### src/rtl/sram_mem_ctrl.sv
// ============================================================================
// Module      : sram_mem_ctrl
// Description : LC-3 memory access sequencer for a 16-bit asynchronous SRAM,
//               with a memory-mapped switch/hex-display port at IO_ADDR.
// Revision    : 1.0 - initial release
// ============================================================================
`default_nettype none

module sram_mem_ctrl #(
    parameter int          READ_WAIT  = 2,
    parameter int          WRITE_WAIT = 2,
    parameter logic [15:0] IO_ADDR    = 16'hFFFF
) (
    input  logic        Clk,
    input  logic        Reset,
    input  logic        Mem_CE,
    input  logic        Mem_OE,
    input  logic        Mem_WE,
    input  logic [15:0] MAR,
    input  logic [15:0] MDR,
    input  logic [15:0] SRAM_DQ_in,
    input  logic [15:0] Switches,
    output logic [19:0] SRAM_ADDR,
    output logic [15:0] SRAM_DQ_out,
    output logic        SRAM_DQ_oe,
    output logic        SRAM_CE_N,
    output logic        SRAM_OE_N,
    output logic        SRAM_WE_N,
    output logic        SRAM_UB_N,
    output logic        SRAM_LB_N,
    output logic [15:0] Data_to_CPU,
    output logic        Rdy,
    output logic        Busy,
    output logic [15:0] HEX_Data
);

    localparam int c_MAX_WAIT = (READ_WAIT > WRITE_WAIT) ? READ_WAIT : WRITE_WAIT;
    localparam int c_CNT_W    = (c_MAX_WAIT > 1) ? $clog2(c_MAX_WAIT) : 1;

    typedef enum logic [2:0] {
        S_IDLE     = 3'd0,
        S_RD_WAIT  = 3'd1,
        S_WR_SETUP = 3'd2,
        S_WR_PULSE = 3'd3,
        S_WR_HOLD  = 3'd4,
        S_IO       = 3'd5,
        S_DONE     = 3'd6
    } state_t;

    state_t               r_state;
    logic [c_CNT_W-1:0]   r_cnt;
    logic [15:0]          r_mdr;
    logic                 r_io_wr;

    logic w_wr_req;
    logic w_rd_req;
    logic w_is_io;

    assign w_wr_req = ~Mem_CE & ~Mem_WE;
    assign w_rd_req = ~Mem_CE & ~Mem_OE & Mem_WE;
    assign w_is_io  = (MAR == IO_ADDR);

    // Byte lanes follow chip enable: only whole-word accesses exist.
    assign SRAM_UB_N = SRAM_CE_N;
    assign SRAM_LB_N = SRAM_CE_N;
    assign Busy      = (r_state != S_IDLE);

    always_ff @(posedge Clk) begin
        if (Reset) begin
            r_state     <= S_IDLE;
            r_cnt       <= '0;
            r_mdr       <= '0;
            r_io_wr     <= 1'b0;
            SRAM_ADDR   <= '0;
            SRAM_DQ_out <= '0;
            SRAM_DQ_oe  <= 1'b0;
            SRAM_CE_N   <= 1'b1;
            SRAM_OE_N   <= 1'b1;
            SRAM_WE_N   <= 1'b1;
            Data_to_CPU <= '0;
            HEX_Data    <= '0;
            Rdy         <= 1'b0;
        end else begin
            Rdy <= 1'b0;
            case (r_state)
                S_IDLE: begin
                    if (w_wr_req || w_rd_req) begin
                        SRAM_ADDR <= {4'h0, MAR};
                        r_mdr     <= MDR;
                        r_io_wr   <= w_wr_req;
                        if (w_is_io) begin
                            r_state <= S_IO;
                        end else if (w_wr_req) begin
                            r_state     <= S_WR_SETUP;
                            SRAM_CE_N   <= 1'b0;
                            SRAM_DQ_oe  <= 1'b1;
                            SRAM_DQ_out <= MDR;
                        end else begin
                            r_state   <= S_RD_WAIT;
                            SRAM_CE_N <= 1'b0;
                            SRAM_OE_N <= 1'b0;
                            r_cnt     <= c_CNT_W'(READ_WAIT - 1);
                        end
                    end
                end
                S_RD_WAIT: begin
                    if (r_cnt == '0) begin
                        Data_to_CPU <= SRAM_DQ_in;
                        SRAM_CE_N   <= 1'b1;
                        SRAM_OE_N   <= 1'b1;
                        Rdy         <= 1'b1;
                        r_state     <= S_DONE;
                    end else begin
                        r_cnt <= r_cnt - 1'b1;
                    end
                end
                S_WR_SETUP: begin
                    SRAM_WE_N <= 1'b0;
                    r_cnt     <= c_CNT_W'(WRITE_WAIT - 1);
                    r_state   <= S_WR_PULSE;
                end
                S_WR_PULSE: begin
                    if (r_cnt == '0) begin
                        SRAM_WE_N <= 1'b1;
                        r_state   <= S_WR_HOLD;
                    end else begin
                        r_cnt <= r_cnt - 1'b1;
                    end
                end
                S_WR_HOLD: begin
                    // Data stays driven through the WE_N rising edge, released here.
                    SRAM_CE_N  <= 1'b1;
                    SRAM_DQ_oe <= 1'b0;
                    Rdy        <= 1'b1;
                    r_state    <= S_DONE;
                end
                S_IO: begin
                    if (r_io_wr) begin
                        HEX_Data <= r_mdr;
                    end else begin
                        Data_to_CPU <= Switches;
                    end
                    Rdy     <= 1'b1;
                    r_state <= S_DONE;
                end
                S_DONE: begin
                    // The control FSM holds its request for several cycles; wait it out.
                    if (Mem_OE && Mem_WE) begin
                        r_state <= S_IDLE;
                    end
                end
                default: begin
                    r_state <= S_IDLE;
                end
            endcase
        end
    end

endmodule

`default_nettype wire

### config.mk
export PLATFORM = sky130hd
export DESIGN_NAME = sram_mem_ctrl
export DESIGN_NICKNAME = d
export VERILOG_FILES = /design/src/rtl/sram_mem_ctrl.sv
export SDC_FILE = /design/constraint.sdc
export NUM_CORES = 1
export LEC_CHECK = 0
export ABC_AREA = 1
export CAP_MARGIN = 20
export CELL_PAD_IN_SITES_DETAIL_PLACEMENT = 0
export CELL_PAD_IN_SITES_GLOBAL_PLACEMENT = 1
export CORE_MARGIN = 4
export CORE_UTILIZATION = 30
export DETAILED_ROUTE_END_ITERATION = 16
export PLACE_DENSITY_LB_ADDON = 0.3
export SLEW_MARGIN = 30
export SYNTH_ARGS = -nofsm -noshare
export SYNTH_HDL_FRONTEND = slang
export SYNTH_SLANG_ARGS = --single-unit
### constraint.sdc
create_clock -name Clk -period 1.9 [get_ports Clk]
set_clock_uncertainty 0.2 [all_clocks]
set_input_delay 0.38 -clock Clk [delete_from_list [all_inputs] [get_ports Clk]]
set_output_delay 0.38 -clock Clk [all_outputs]
set_load 0.01 [all_outputs]
======== Word-level counts from Yosys, hierarchy flattened ========
Index checks and enable logic that the tools add are counted.
Widths: inputs -> output; s select.
operators by class
  multiplexer cells ....................... 30
  equal/unequal tests ..................... 15
  bitwise operators ....................... 7
  reductions and logical operators ........ 22
  $add $sub $neg .......................... 1
operators with widths
  cell                  number
  $mux 16               2
  $pmux 16 s2           1
  $reduce_and 4->1      5
  $pmux 3 s6            1
  $eq 16x16->1 const B  1
  $ne 2x2->1 const B    8
  $mux 3                5
  $mux 1                14
  $eq 3x3->1 const B    3
  $reduce_bool 3->1     3
  $pmux 1 s2            4
  $reduce_bool 2->1     4
  $eq 3x2->1 const B    2
  $pmux 1 s3            2
  $reduce_and 2->1      3
  $reduce_and 5->1      1
  $not 1->1             4
  $reduce_or 2->1       2
  $and 1x1->1           3
  $eq 3x1->1 const B    1
  $logic_not 3->1       1
  $reduce_and 3->1      1
  $mux 2                1
  $logic_and 1x1->1     1
  2 further kinds       2
word-level totals
  register bits after elaboration ......... 90
  output and inout bits ................... 76

======== Logic depth before layout (Yosys ltp) ========
Gate-level depths: netlist (run 1).
  word-level depth ........................ 6
  depth in mapped cells ................... 10
  depth with buffers taken out ............ 9

======== Worst setup path before layout (run 1) ========
Ideal clock, no wire load.
  path type ............................... flip-flop to flip-flop
  start ................................... reg r_state[1]
  end ..................................... reg SRAM_DQ_out[10]
  library setup time ...................... 0.132 ns
  slack ................................... 0.353 ns
  data required time ...................... 1.568 ns
  path buffers ............................ 2
  data arrival time ....................... 1.215 ns
  stages on the path, launching flop included .. 9
  clock period less this slack ............ 1.547 ns
  cell sequence ........................... dfxtp_1 -> buf_4 -> inv_1 -> nand2_2 -> nor2_4 -> nand2_2 -> buf_4 -> nand2_1 -> a21oi_1
between the ends
  cells in the longest elaborated chain, start to end .. 2
ends and longest elaborated chain
  item                               RTL line  RTL
  start: declaration                 50        state_t r_state;
  start signal: assignment           70        r_state <= S_IDLE;
  start signal: assignment           92        r_state <= S_IO;
  start signal: assignment           94        r_state <= S_WR_SETUP;
  $logic_not 3->1                    85        case (r_state)
  $reduce_and 4->1 (no source line)  --
  end signal: assignment             75        SRAM_DQ_out <= '0;
  end signal: assignment             97        SRAM_DQ_out <= MDR;
  end: declaration                   24        output logic [15:0] SRAM_DQ_out,
Every way passes these cells.
A chain may end at the register's enable or synchronous reset.

======== Worst setup path in the final report (run 1) ========
  start ................................... reg SRAM_DQ_out[2]
  end ..................................... out SRAM_DQ_out[2]
No word-level cell between the ends.

==> results.yml, run 1 <==
floorplan:
  ios: 145
  dieArea_sq_um: 13900
  start_util_pct: 31.3
  num_rows: 39
  die_h_microns: 118
  core-area_sq_um: 11600
  fp.dieW_microns: 118
placement:
  place.gp.congestion: 0.853
  dp.cells: 777
  dp_slack_ns: -0.196
  portBuffers: 140
  place_area_sq_um: 5310
  hpwl_mm: 7.95
sta:
  hold_ws_ns: 0.243
  finalSetupViolCount: 0
  finalCritPeriodShare_pct: 96.6
  tns_ns: 0
  timing.fmax_mhz: 545
  rsz0062_at_grt: "true"
  slew_viol_final: 0
  fin_crit_ns: 1.84
  hold_viol: 0
  setup_slack_ns: 0.0641
synthesis:
  ys_seq_area_share_pct: 49.6
  synth_compound_area_share_pct: 17.5
  synth_xor_xnor_area_share_pct: 0
  synth_cell_types: 22
  synthCells: 495
  netlist_area_sq_um: 3630
  synthMuxAreaShare_pct: 0
  yosys.area_share.simple_pct: 24.8
  synth_top_family_by_area: "simple AND/OR/NAND/NOR gates"
  yosys_warnings: 0
  synthAdderAreaFrac_pct: 0
  avgSynthCellArea_sq_um: 7.34
  synth-seq-cells: 90
setup_path:
  cp-end-kind: "output port"
  path_buf_inv: 1
  crit_arrival_ns: 1.26
  crit_slowest_cell: "clkdlybuf4s50_1"
  cpPeakStageDelay_ns: 0.55
  path_max_fanout: 2
  crit_required_ns: 1.32
  crit_path_start_kind: "flip-flop"
  critPathTopFamily: "buffers and inverters"
  worst-setup-path-type: "flip-flop to output port"
  critical_path.cell_chain: "clkdlybuf4s50_1"
layout:
  final_cell_area_sq_um: 5640
  fin_cells: 793
  utilization_pct: 48.6
  layout-drive-gt1-share_pct: 9.69
  final_common_cell: "clkdlybuf4s50_1"
  fillers: 1161
  multi_input_area_sq_um: 1560
  fin_nets: 714
  antennaDiodeCount: 0
  syn_to_final_growth_pct: 55.3
  final_cell_mix: "135 x clkdlybuf4s50_1, 91 x nor2_1, 89 x dfxtp_1, 73 x nand2_1, 73 x a21oi_1"
  regArea_sq_um: 1800
drt:
  post_drt_wl_per_cell_microns: 13.6
  first_pass_iters: 4
  drc: 0
  vias: 3704
  drtIter0Drc: 214
  ant_nets: 0
  drt_wl_total_mm: 10.7
  vias_per_cell: 4.67
power_and_ir_drop:
  power_density_nw_per_um2: 1240
  p_leak_nw: 2.24
  p_total_mw: 7.01
  peakVddDrop_mv: 0.548
grt:
  grt_usage_pct: 15.7
  grt_overflow: 0
  grt_pass1_vias: 3652
  antenna_found_initial: 0
  grt_max_degree: 38
  grt_pass1_wl_mm: 18.1
cts:
  h-tree-depth: 3
  clock_sinks: 90
  cts_hold_buf: 0
  cts_buffer_depth: 2
  cts_resized: 3
  clkLatencyLatePin_ns: 0.34
  post_cts_buffers: 0
  cts_tree: "built"
  clkTransAtPathRegs_ns: 0.07
  cts-buffers-inserted: 9
  cts_root_buf: "clkbuf_16"
run:
  drv_cap: 0
outcome:
  status: "completed"
hold_path:
  hold_class: "flip-flop to flip-flop"
[synthesized netlist by cell type]
cell type | n | area share [%]
nor2_1 | 94 | 9.7
clkbuf_1 | 14 | 1.4
nor2_8 | 1 | 0.55
a21oi_1 | 73 | 10
inv_2 | 3 | 0.31
buf_4 | 9 | 1.9
buf_2 | 11 | 1.5
nand3_2 | 2 | 0.55
inv_1 | 25 | 2.6
clkbuf_2 | 1 | 0.14
nand3_1 | 37 | 5.1
conb_1 | 1 | 0.10
a22oi_1 | 1 | 0.21
dfxtp_1 | 90 | 50
o211ai_1 | 1 | 0.21
nand2_2 | 2 | 0.34
nand4_1 | 3 | 0.52
nand2_1 | 73 | 7.5
buf_1 | 1 | 0.10
nor2_2 | 1 | 0.17
o21ai_0 | 51 | 7.0
nor2_4 | 1 | 0.31
[worst register-to-register path: stages, from the launching register on]
cell and delay [ns]:
dfxtp_1 0.46, nand2_1 0.18, nor2_2 0.16, nand2_1 0.13, nand3_2 0.11, buf_12 0.18, a21oi_1 0.07, a21oi_1 0.13
nor2_1 0.05
[kinds of logic (layout without fill, tap and decap cells)]
group	after synthesis	after routing
AOI/OAI and AO/OA	126	126
buffers and inverters	64	216
DFF	90	90
and+or+nand+nor	214	214
other	1	4
[layout make-up]
type                       instances  share of cell area [%]
multi-input combinational        344                    27.7
tap                              143                    3.17
sequential                        90                    32.0
clock inverter                     6                    1.24
timing repair buffer             172                    29.8
inverter                          28                    1.86
clock buffer                      10                    4.24
[power by group]
group | switching [mW] | internal, mW | total (mW) | leakage [nW]
sequential | 0.226 | 2.28 | 2.50 | 0.736
clock | 0.771 | 1.07 | 1.84 | 0.154
combinational | 1.47 | 1.20 | 2.67 | 1.35
total | 2.47 | 4.55 | 7.01 | 2.24
[flip-flops by register name, indices dropped and copies added (netlist names)]
name	count
SRAM_WE_N	1
r_mdr	16
Data_to_CPU	16
SRAM_OE_N	1
r_cnt	1
HEX_Data	16
SRAM_CE_N	1
SRAM_ADDR	16
r_state	3
r_io_wr	1
Rdy	1
SRAM_DQ_oe	1
SRAM_DQ_out	16
[final timing paths]
check / from / endpoint / slack (ns) / cells past startpoint
max: SRAM_DQ_out[2]$_SDFFE_PP0P_ / SRAM_DQ_out[2] / 0.06 / 1
min: HEX_Data[12]$_SDFFE_PP0P_ / HEX_Data[12]$_SDFFE_PP0P_ / 0.24 / 2
max reg2reg: r_state[0]$_SDFFE_PP0P_ / Data_to_CPU[10]$_SDFFE_PP0P_ / 0.12 / 8
min reg2reg: HEX_Data[12]$_SDFFE_PP0P_ / HEX_Data[12]$_SDFFE_PP0P_ / 0.24 / 2
[metal layers]
metal	track usage [%]	vias up	wire, microns
met4	6.08	0	164
met1	19.8	1661	4930
met3	4.42	13	694
met2	25.6	122	4960
li1	-	1908	-
met5	0	-	0
(Power assumes the default switching activity.)
==> run 2: changes to the inputs <==
==> constraint.sdc (replaced) <==
create_clock -name Clk -period 1.81 [get_ports Clk]
set_clock_uncertainty 0.2 [all_clocks]
set_input_delay 0.362 -clock Clk [delete_from_list [all_inputs] [get_ports Clk]]
set_output_delay 0.362 -clock Clk [all_outputs]
set_load 0.01 [all_outputs]
==> run 2 against run 1 <==
Core utilization grew 0.95 points. Final cell count grew 0.38%. Setup slack lost 0.024 ns. Clock power grew 16%. Via count shrank 1.1%. Flip-flop and latch count is the same. Register-to-register slack gained 0.05 ns. Wire length is essentially flat. Clock-buffer cell count shrank 1. First-iteration DRC count shrank 4.7%. Critical endpoint is now HEX_Data[5]. Largest power group unchanged.
==> results.yml, run 2 (synthesis gave the netlist of run 1 again) <==
grt:
  antenna_found_initial: 0
  grt_max_degree: 38
  grt_pass1_vias: 3632
  grt_overflow: 0
  grt_usage_pct: 15.5
  grt_pass1_wl_mm: 17.8
cts:
  h-tree-depth: 3
  cts-buffers-inserted: 9
  clkLatencyLatePin_ns: 0.34
  post_cts_buffers: 0
  cts_root_buf: "clkbuf_16"
  cts_hold_buf: 0
  clkTransAtPathRegs_ns: 0.06
  cts_buffer_depth: 2
  cts_tree: "built"
  cts_resized: 30
  clock_sinks: 90
drt:
  vias_per_cell: 4.60
  vias: 3664
  drtIter0Drc: 204
  post_drt_wl_per_cell_microns: 13.5
  ant_nets: 0
  drt_wl_total_mm: 10.8
  drc: 0
  first_pass_iters: 4
layout:
  syn_to_final_growth_pct: 58.4
  final_cell_mix: "92 x nor2_1, 88 x dfxtp_1, 85 x clkdlybuf4s50_1, 73 x nand2_1, 72 x a21oi_1"
  fillers: 1130
  antennaDiodeCount: 0
  layout-drive-gt1-share_pct: 10.3
  fin_nets: 718
  final_common_cell: "nor2_1"
power_and_ir_drop:
  power_density_nw_per_um2: 1310
  peakVddDrop_mv: 0.499
  p_leak_nw: 2.83
sta:
  slew_viol_final: 0
  finalCritPeriodShare_pct: 97.8
  finalSetupViolCount: 0
  hold_ws_ns: 0.242
  tns_ns: 0
  timing.fmax_mhz: 565
  fin_crit_ns: 1.77
  rsz0062_at_grt: "false"
  hold_viol: 0
setup_path:
  crit_slowest_cell: "clkdlybuf4s50_1"
  path_buf_inv: 1
  crit_arrival_ns: 1.21
  worst-setup-path-type: "flip-flop to output port"
  crit_path_start_kind: "flip-flop"
  path_max_fanout: 2
  crit_start: "HEX_Data[5]$_SDFFE_PP0P_"
  rr_startpoint: "r_state[2]$_SDFFE_PP0P_"
  crit_required_ns: 1.25
  critical_path.cell_chain: "clkdlybuf4s50_1"
  cp-end-kind: "output port"
  critPathTopFamily: "buffers and inverters"
  cpPeakStageDelay_ns: 0.53
floorplan:
  num_rows: 39
  start_util_pct: 31.3
  dieArea_sq_um: 13900
  die_h_microns: 118
  core-area_sq_um: 11600
  fp.dieW_microns: 118
  ios: 145
hold_path:
  hold_class: "flip-flop to flip-flop"
  hold_start: "HEX_Data[7]$_SDFFE_PP0P_"
run:
  drv_cap: 0
placement:
  hpwl_mm: 7.99
  portBuffers: 140
  place.gp.congestion: 0.815
outcome:
  status: "completed"
## run 2: changes by cell type in the layout (fill, tap and decap cells not counted), sizes merged
| cell | change |
|---|---|
| buf | +4 |
| dlymetal6s2s | +25 |
| bufinv | +2 |
| inv | -2 |
| clkbuf | -1 |
| dlygate4sd2 | +24 |
| clkinv | -2 |
| clkdlybuf4s15 | +1 |
| clkinvlp | +2 |
| clkdlybuf4s50 | -50 |
## run 2: area by class of cell
class	count	area, sq um	share of cell area, %
inverter	28	105	1.83
timing repair buffer	176	1760	30.5
clock buffer	9	225	3.92
multi-input combinational	344	1570	27.2
clock inverter	6	114	1.98
sequential	90	1810	31.4
tap	143	179	3.11
## run 2: report_power, final
group          internal (mW)  total [mW]  switching, mW
sequential              2.40        2.62          0.228
clock                   1.35        2.13          0.789
combinational           1.21        2.75           1.54
## run 2: worst paths after layout
check	endpoint	slack, ns	depth (start not counted)
setup / recovery	HEX_Data[5]	0.04	1
hold reg to reg	HEX_Data[7]$_SDFFE_PP0P_	0.24	2
setup reg to reg	SRAM_ADDR[13]$_SDFFE_PP0P_	0.17	8
hold / removal	HEX_Data[7]$_SDFFE_PP0P_	0.24	2
## run 2: routing by layer
layer	GRT usage, %	share of wire (%)	vias up	wire length [microns]
met5	0	0	-	0
met4	5.27	1.5	0	157
met3	4.81	6.6	12	709
met2	25.3	46	113	4980
met1	19.5	46	1625	4910
li1	-	-	1914	-
## run 2: per-stage QoR
stage / setup slack (ns) / utilization (%) / area (sq um) / instances / total power, mW
after floorplan: 0.263 / - / 3640 / 498 / 4.21
after global placement: -0.226 / 46.1 / 5350 / 781 / 5.51
after detailed placement: -0.252 / 46.1 / 5350 / 781 / 5.52
after CTS: 0.00340 / 48.8 / 5670 / 796 / 7.62
after global routing: 0.00137 / 49.5 / 5750 / 796 / 8.04
final: 0.0402 / 49.5 / 5750 / 796 / 7.51
==> run 3: changes to the inputs <==
--- a/config.mk
+++ b/config.mk
@@ -12,7 +12,7 @@
 export CORE_MARGIN = 4
 export CORE_UTILIZATION = 30
 export DETAILED_ROUTE_END_ITERATION = 16
-export PLACE_DENSITY_LB_ADDON = 0.3
+export PLACE_DENSITY_LB_ADDON = 0.1
 export SLEW_MARGIN = 30
 export SYNTH_ARGS = -nofsm -noshare
 export SYNTH_HDL_FRONTEND = slang
==> constraint.sdc (replaced) <==
create_clock -name Clk -period 1.7 [get_ports Clk]
set_clock_uncertainty 0.2 [all_clocks]
set_input_delay 0.34 -clock Clk [delete_from_list [all_inputs] [get_ports Clk]]
set_output_delay 0.34 -clock Clk [all_outputs]
set_load 0.01 [all_outputs]
==> run 3 against run 2 <==
Die area unchanged. Core utilization is 1.0 points higher. Power up 4.7%. Clock-buffer cell count is 2 higher. Hold slack lost 0.16 ns. Largest cell class is now non-clock buffers.
==> results.yml, run 3 (synthesis gave the netlist of run 1 again) <==
floorplan:
  ios: 145
  start_util_pct: 31.3
  core-area_sq_um: 11600
  die_h_microns: 118
  dieArea_sq_um: 13900
  fp.dieW_microns: 118
  num_rows: 39
layout:
  fin_nets: 727
  antennaDiodeCount: 0
  fillers: 1194
  fin_cells: 806
  final_cell_mix: "88 x dfxtp_1, 79 x nor2_1, 71 x dlygate4sd2_1, 68 x a21oi_1, 63 x nand2_1"
  final_common_cell: "dfxtp_1"
  syn_to_final_growth_pct: 61.7
  layout-drive-gt1-share_pct: 15.5
  utilization_pct: 50.5
drt:
  vias_per_cell: 4.67
  vias: 3762
  post_drt_wl_per_cell_microns: 13.9
  first_pass_iters: 5
  drt_wl_total_mm: 11.2
  drtIter0Drc: 142
  ant_nets: 0
  drc: 0
sta:
  finalCritPeriodShare_pct: 96.3
  fin_crit_ns: 1.64
  tns_ns: 0
  hold_viol: 0
  timing.fmax_mhz: 611
  finalSetupViolCount: 0
  slew_viol_final: 0
  rsz0062_at_grt: "true"
  hold_ws_ns: 0.0828
setup_path:
  crit_slowest_cell: "clkdlybuf4s50_1"
  critical_path.cell_chain: "clkdlybuf4s50_1 -> nand2_1 -> nor2_2 -> nand2_2 -> nor2_4 -> nor2_4 -> nand2_4 -> clkbuf_16 -> nand2_1 -> a21oi_1"
  cp-end-kind: "flip-flop"
  crit_required_ns: 1.79
  cpPeakStageDelay_ns: 0.49
  crit_arrival_ns: 1.72
  worst-setup-path-type: "input pin to flip-flop"
  path_depth: 10
  reg2reg_depth: 8
  rrSetupSlack_ns: 0.07
  critPathTopFamily: "buffers and inverters"
  path_max_fanout: 8
  path_buf_inv: 2
  crit_path_start_kind: "input pin"
grt:
  antenna_found_initial: 0
  grt_usage_pct: 16.2
  grt_pass1_wl_mm: 18.4
  grt_pass1_vias: 3661
  grt_overflow: 0
  grt_max_degree: 33
placement:
  portBuffers: 140
  place.gp.congestion: 0.774
  hpwl_mm: 8.15
  dp.cells: 785
cts:
  cts_tree: "built"
  clkLatencyLatePin_ns: 0.35
  clock_sinks: 90
  h-tree-depth: 3
  clkTransAtPathRegs_ns: 0.07
  cts_buffer_depth: 2
  cts_root_buf: "clkbuf_16"
  cts-buffers-inserted: 9
power_and_ir_drop:
  p_total_mw: 7.86
  p_leak_nw: 2.71
  peakVddDrop_mv: 0.941
  power_density_nw_per_um2: 1340
hold_path:
  hold-path-cell-count: 3
  hold_class: "input pin to flip-flop"
outcome:
  status: "completed"
run:
  drv_cap: 0
run 3: changes by cell type in the layout (fill, tap and decap cells not counted), sizes merged:
cell,delta
inv,-1
buf,+5
clkbuf,+6
clkinv,+5
dlygate4sd2,+46
dlymetal6s2s,-19
clkdlybuf4s50,-26
clkinvlp,-2
clkdlybuf4s15,-1
bufinv,-3
run 3: path summary, 6_finish.rpt:
check | from | endpoint
max reg2reg | r_state[0]$_SDFFE_PP0P_ | r_mdr[15]$_SDFFE_PP0P_
max | MAR[9] | SRAM_DQ_out[7]$_SDFFE_PP0P_
min reg2reg | HEX_Data[8]$_SDFFE_PP0P_ | HEX_Data[8]$_SDFFE_PP0P_
min | MAR[0] | SRAM_ADDR[0]$_SDFFE_PP0P_
run 3: power breakdown:
| group | total (mW) | internal [mW] | switching (mW) |
|---|---|---|---|
| Combinational | 3.19 | 1.43 | 1.76 |
| Clock | 1.88 | 1.04 | 0.844 |
| Sequential | 2.79 | 2.56 | 0.239 |
run 3: tightest hold or removal path, delay by kind of cell:
family	cells	cell delay, ns
buf+inv	1	0.12
simple gates	2	0.14
run 3: layer usage:
metal,wire length [microns],global-route usage [%]
met1,5090,20.1
met2,5290,26.3
met3,667,5.48
met4,157,5.49
met5,0,0
run 3: timing repair:
action,CTS,global route
pin swaps,0,13
gates resized for setup,76,57
hold buffers,0,0
setup endpoints to repair,100,61
setup buffers,0,2
cloned,0,3
run 3: area by class of cell:
type	count	area (sq um)	area share [%]
Tap cell	143	179	3.05
Inverter	28	105	1.79
Multi-Input combinational cell	344	1670	28.4
Timing Repair Buffer	185	1830	31.1
Clock inverter	5	40.0	0.682
Clock buffer	11	243	4.13
Sequential cell	90	1810	30.8
run 3: metrics by stage:
step | setup slack [ns] | instance area (sq um)
2_1_floorplan | 0.153 | 3640
3_3_place_gp | -0.331 | 5410
3_5_place_dp | -0.365 | 5410
4_1_cts | -0.0746 | 5620
5_1_grt | -0.0318 | 5870
6_report | 0.0621 | 5870
